==> src/rtl/mul_add_seq_if.sv <==
// Handshake and operand bundle for the sequential multiply-accumulate unit.
// master: drives en/x/y/z, observes p/done/busy (the requester).
// slave : the mul_add_seq datapath.
interface mul_add_seq_if #(
  parameter int unsigned W = 32
);
  logic           en;
  logic [W-1:0]   x;
  logic [W-1:0]   y;
  logic [W-1:0]   z;
  logic [2*W-1:0] p;
  logic           done;
  logic           busy;

  modport master (
    output en, x, y, z,
    input  p, done, busy
  );

  modport slave (
    input  en, x, y, z,
    output p, done, busy
  );
endinterface

==> src/rtl/mul_add_seq.sv <==
// Sequential unsigned multiply-accumulate: p = x*y + z, one shift-add step
// per clock, fixed latency of W+1 cycles after the accept edge.
// Ports:
//   clk   - rising-edge clock
//   rst_n - asynchronous active-low reset
//   bus   - slave side of mul_add_seq_if:
//           en (start, sampled in IDLE only), x/y/z operands,
//           p (registered result, held), done (one-cycle pulse), busy.
module mul_add_seq #(
  parameter int unsigned W = 32
) (
  input  logic         clk,
  input  logic         rst_n,
  mul_add_seq_if.slave bus
);

  localparam int unsigned PW = 2 * W;
  localparam int unsigned CW = $clog2(W) + 1;

  typedef enum logic [1:0] {
    S_IDLE = 2'd0,
    S_CALC = 2'd1,
    S_DONE = 2'd2
  } state_t;

  state_t         state_q, state_d;
  logic [PW-1:0]  acc_q, acc_d;
  logic [PW-1:0]  mcand_q, mcand_d;
  logic [W-1:0]   mplier_q, mplier_d;
  logic [CW-1:0]  cnt_q, cnt_d;
  logic [PW-1:0]  p_q, p_d;
  logic           done_q, done_d;
  logic           busy_q, busy_d;

  assign bus.p    = p_q;
  assign bus.done = done_q;
  assign bus.busy = busy_q;

  // State and datapath registers.
  always_ff @(posedge clk or negedge rst_n) begin
    if (!rst_n) begin
      state_q  <= S_IDLE;
      acc_q    <= '0;
      mcand_q  <= '0;
      mplier_q <= '0;
      cnt_q    <= '0;
      p_q      <= '0;
      done_q   <= 1'b0;
      busy_q   <= 1'b0;
    end else begin
      state_q  <= state_d;
      acc_q    <= acc_d;
      mcand_q  <= mcand_d;
      mplier_q <= mplier_d;
      cnt_q    <= cnt_d;
      p_q      <= p_d;
      done_q   <= done_d;
      busy_q   <= busy_d;
    end
  end

  // Next-state and datapath update.
  always_comb begin
    state_d  = state_q;
    acc_d    = acc_q;
    mcand_d  = mcand_q;
    mplier_d = mplier_q;
    cnt_d    = cnt_q;
    p_d      = p_q;
    done_d   = done_q;
    busy_d   = busy_q;

    case (state_q)
      S_IDLE: begin
        done_d = 1'b0;
        if (bus.en) begin
          // Addend preloads the accumulator so no final add step is needed.
          acc_d    = PW'(bus.z);
          mcand_d  = PW'(bus.x);
          mplier_d = bus.y;
          cnt_d    = '0;
          busy_d   = 1'b1;
          state_d  = S_CALC;
        end
      end

      S_CALC: begin
        if (mplier_q[0]) begin
          acc_d = acc_q + mcand_q;
        end
        mcand_d  = mcand_q << 1;
        mplier_d = mplier_q >> 1;
        cnt_d    = cnt_q + CW'(1);
        // Always W iterations; no early exit so latency is data-independent.
        if (cnt_q == CW'(W - 1)) begin
          state_d = S_DONE;
        end
      end

      S_DONE: begin
        p_d     = acc_q;
        done_d  = 1'b1;
        busy_d  = 1'b0;
        state_d = S_IDLE;
      end

      default: begin
        state_d = S_IDLE;
      end
    endcase
  end

endmodule

==> src/flat_wrapper.sv <==
// flat-port wrapper written by rule: the top's interface ports become plain ports
module mul_add_seq_flat 
#(
  parameter int unsigned W = 32
)
  (clk, rst_n, bus_en, bus_x, bus_y, bus_z, bus_p, bus_done, bus_busy);
  mul_add_seq_if #(.W(W)) bus_i ();
  input  logic clk;
  input  logic rst_n;
  input wire logic [$bits(bus_i.en)-1:0] bus_en;
  input wire logic [$bits(bus_i.x)-1:0] bus_x;
  input wire logic [$bits(bus_i.y)-1:0] bus_y;
  input wire logic [$bits(bus_i.z)-1:0] bus_z;
  output wire logic [$bits(bus_i.p)-1:0] bus_p;
  output wire logic [$bits(bus_i.done)-1:0] bus_done;
  output wire logic [$bits(bus_i.busy)-1:0] bus_busy;
  assign bus_i.en = bus_en;
  assign bus_i.x = bus_x;
  assign bus_i.y = bus_y;
  assign bus_i.z = bus_z;
  assign bus_p = bus_i.p;
  assign bus_done = bus_i.done;
  assign bus_busy = bus_i.busy;
  mul_add_seq #(.W(W)) u_core (.clk(clk), .rst_n(rst_n), .bus(bus_i));
endmodule
==> config.mk <==
export PLATFORM = sky130hd
export DESIGN_NAME = mul_add_seq_flat
export DESIGN_NICKNAME = d
export VERILOG_FILES = /design/src/rtl/mul_add_seq_if.sv /design/src/rtl/mul_add_seq.sv /design/src/flat_wrapper.sv
export SDC_FILE = /design/constraint.sdc
export NUM_CORES = 1
export LEC_CHECK = 0
export BUFFER_PORTS_ARGS = -buffer_cell sky130_fd_sc_hd__buf_2
export CAP_MARGIN = 20
export CORE_AREA = 2 2 195 197
export CTS_BUF_LIST = sky130_fd_sc_hd__clkbuf_4 sky130_fd_sc_hd__clkbuf_8
export DETAILED_ROUTE_END_ITERATION = 6
export DIE_AREA = 0 0 197 199
export SYNTH_ARGS = -nofsm -noshare
export SYNTH_HDL_FRONTEND = slang
export SYNTH_SLANG_ARGS = --single-unit
==> constraint.sdc <==
create_clock -name clk -period 4 [get_ports clk]
set_input_delay 0.4 -clock clk [delete_from_list [all_inputs] [get_ports clk]]
set_output_delay 0.4 -clock clk [all_outputs]
set_load 0.02 [all_outputs]
==> results.py <==
metrics = {
    "hold_path": {
        "min_path_type": "in -> reg",
        "hold_start": "bus_y[31]",
    },
    "timing": {
        "setup_ws_ns": 0.409,
        "fmax_ghz": 0.278,
        "setup_tns_ns": 0,
        "tightest_slew_ns": 0.888,
        "skew_ns": 0.0249,
        "setup_viol": 0,
        "fin_crit_sh_pct": 89.8,
        "rsz0062_at_grt": "no",
        "hold_violations": 0,
        "hold_slack_ns": 0.0617,
        "min_period_ns": 3.59,
        "maxSlewViolCount": 0,
        "relSlewSlack_pct": 40.8,
    },
    "floorplanning": {
        "rows": 71,
        "initial_core_util_pct": 34.5,
        "die_area_sq_um": 39200,
        "die_w_um": 197,
        "io_pins": 165,
        "die_y_um": 199,
        "core_sq_um": 37100,
    },
    "worst_setup_path": {
        "end_kind": "flip-flop",
        "worstSetupStartpointType": "flip-flop",
        "cpPeakStageDelay_ns": 0.42,
        "arrival_ns": 4.01,
        "cp_cell_sequence": "ha_1 -> fa_1 -> a21o_1 -> a21o_4 -> a211oi_2 -> or2_4 -> o211ai_4 -> a221o_2 -> a41oi_4 -> o21bai_1 -> a21oi_1 -> xor2_1 -> o21ai_1",
        "required_ns": 4.42,
        "worstSetupPathType": "reg -> reg",
        "rrSetupSlack_ns": 0.41,
        "startpoint": "u_core.mcand_q[0]",
        "critPathMaxFanout": 4,
        "crit_slowest_cell": "fa_1",
        "rr_startpoint": "u_core.mcand_q[0]",
    },
    "yosys": {
        "synth_commonest_cells": "dfrtp_1, nor2_1, nand2_1",
        "yosysTopAreaCellShare_pct": 45.7,
        "synth_area_leader_cell": "dfrtp_1",
        "syn_inst": 1397,
        "synth_nets": 1561,
        "avgSynthCellArea_sq_um": 9.17,
        "ys_ff_latch": 234,
        "synth_edf_count": 0,
        "ys.flop_type": "dfrtp_1",
        "syn_area_sq_um": 12800,
        "synth.most_common_cell": "dfrtp_1",
        "yosys_warnings": 0,
        "synth.area.top_cells": "dfrtp_1, ha_1, nor2_1",
        "synthArstFlopShare_pct": 100,
        "ys_types": 69,
        "ys_seq_area_share_pct": 45.7,
    },
    "power": {
        "p_leak_nw": 6.96,
        "power_mw": 12.3,
        "peakVddDrop_uv": 282,
        "p_per_area_nw_per_um2": 818,
    },
    "clock_network": {
        "htreeDepth": 2,
        "clk_pin_slew_ns": 0.06,
        "cts-root-buf": "clkbuf_8",
        "cts_setup_buffers": 0,
        "cts_buffers": 43,
        "clock_sinks": 234,
        "max-clock-path-buffers": 3,
        "clkLatencyLatePin_ns": 0.57,
        "cts_tree": "done",
    },
    "grt": {
        "top_usage_layer": "met2",
        "grtUsageMet2_pct": 28.6,
        "grt_util_met1_pct": 24.7,
        "antenna_found_initial": 2,
        "grt_pass1_wl_um": 57000,
        "grt_usage_pct": 18.2,
        "met3_usage_pct": 3.95,
        "grt_max_degree": 109,
        "grt_overflow_total": 0,
        "grt_pass1_vias": 10500,
    },
    "route": {
        "vias_per_cell": 5.29,
        "drtPass1Iterations": 7,
        "totalWireLength_um": 35700,
        "avgRoutedWirePerCell_um": 17.5,
        "drt_iter0_drc": 754,
        "drc": 1,
        "num_vias": 10800,
        "ant_nets": 0,
    },
    "place": {
        "numPortBuffers": 164,
        "routabilityCongestion": 0.919,
        "dp_hpwl_um": 25200,
        "pre_cts_slack_ns": 0.430,
        "dp.cells": 1968,
    },
    "layout": {
        "drive_gt1_share_pct": 21.8,
        "stdcell_count": 2042,
        "syn2layout_area_growth_pct": 16.9,
        "nets": 1704,
    },
    "outcome": {
        "violations": "DRC",
        "status": "finished, violations left",
    },
    "run": {
        "drv_cap": 0,
    },
}
## per-stage QoR
stage / utilization (%) / cell area (sq um)
floorplan: - / 12800
global placement: 37.9 / 14100
detailed placement: 38.0 / 14100
CTS: 40.3 / 15000
global route: 40.3 / 15000
finish: 40.3 / 15000
## sequential cells by signal, indices dropped and copies added (netlist names)
register / count
u_core.bus.p: 64
u_core.cnt_q: 6
u_core.mcand_q: 64
u_core.acc_q: 64
u_core.bus.busy: 1
u_core.mplier_q: 32
u_core.state_q: 2
u_core.bus.done: 1
## metal layers
layer	vias up	routed length, um
li1	5224	-
met1	5207	16400
met2	282	15900
met3	81	2120
met4	4	1160
met5	-	30
## path summary, 6_finish.rpt
path / endpoint / cells after the start
min reg2reg: u_core.bus.done / 1
max reg2reg: u_core.acc_q[42] / 13
max: u_core.acc_q[42] / 13
min: u_core.mplier_q[31] / 3
max in group asynchronous: u_core.acc_q[35] / 3
min in group asynchronous: u_core.mplier_q[27] / 2
## what timing repair did
| item | in CTS | in global routing |
|---|---|---|
| gates resized for setup | 0 | 0 |
| hold buffers | 1 | 0 |
| endpoints found under the hold margin | 106 | 0 |
## layout make-up
| class | count | area (sq um) |
|---|---|---|
| tap | 474 | 593 |
| inverter | 16 | 60.1 |
| multi-input combinational | 1065 | 6610 |
| timing repair buffer | 180 | 998 |
| clock buffer | 65 | 813 |
| clock inverter | 7 | 42.5 |
| fill | 3728 | 22200 |
| sequential | 234 | 5860 |
| antenna | 1 | 2.50 |
## cells by family (layout without fill, tap and decap cells)
logic type      count (synthesis)  in the layout  synth area share [%]
buf+inv                        98            268                  2.91
fa+ha+maj                      65             65                  6.41
xor+xnor                       59             59                  4.04
flops                         234            234                  45.7
other cells                     0              1                     0
mux                            65             65                  5.71
simple gates                  502            502                  16.5
compound gates                374            374                  18.7
## critical path, delay by kind of cell (launching register included)
| kind | cells | cell delay, ns |
|---|---|---|
| AND/OR/NAND/NOR | 1 | 0.20 |
| XOR/XNOR | 1 | 0.16 |
| flip-flops | 1 | 0.40 |
| AO/OA/AOI/OAI | 9 | 2.03 |
| adder cells (fa/ha/maj) | 2 | 0.67 |
## cells in the final DEF, fill, tap and decap left out, drive strengths merged, types with 44 or more instances in the layout
cell    count
dfrtp     234
nand3      44
clkbuf     65
o22ai      61
buf       179
a21oi     101
nor2      198
nand2     196
mux2       64
ha         64
o21ai      91
## where the power goes
group	internal [mW]	total (mW)	switching [mW]
combinational	2.47	6.19	3.72
clock	1.29	2.30	1.01
sequential	3.12	3.76	0.643
No activity file was read; power rests on OpenSTA's default activity.
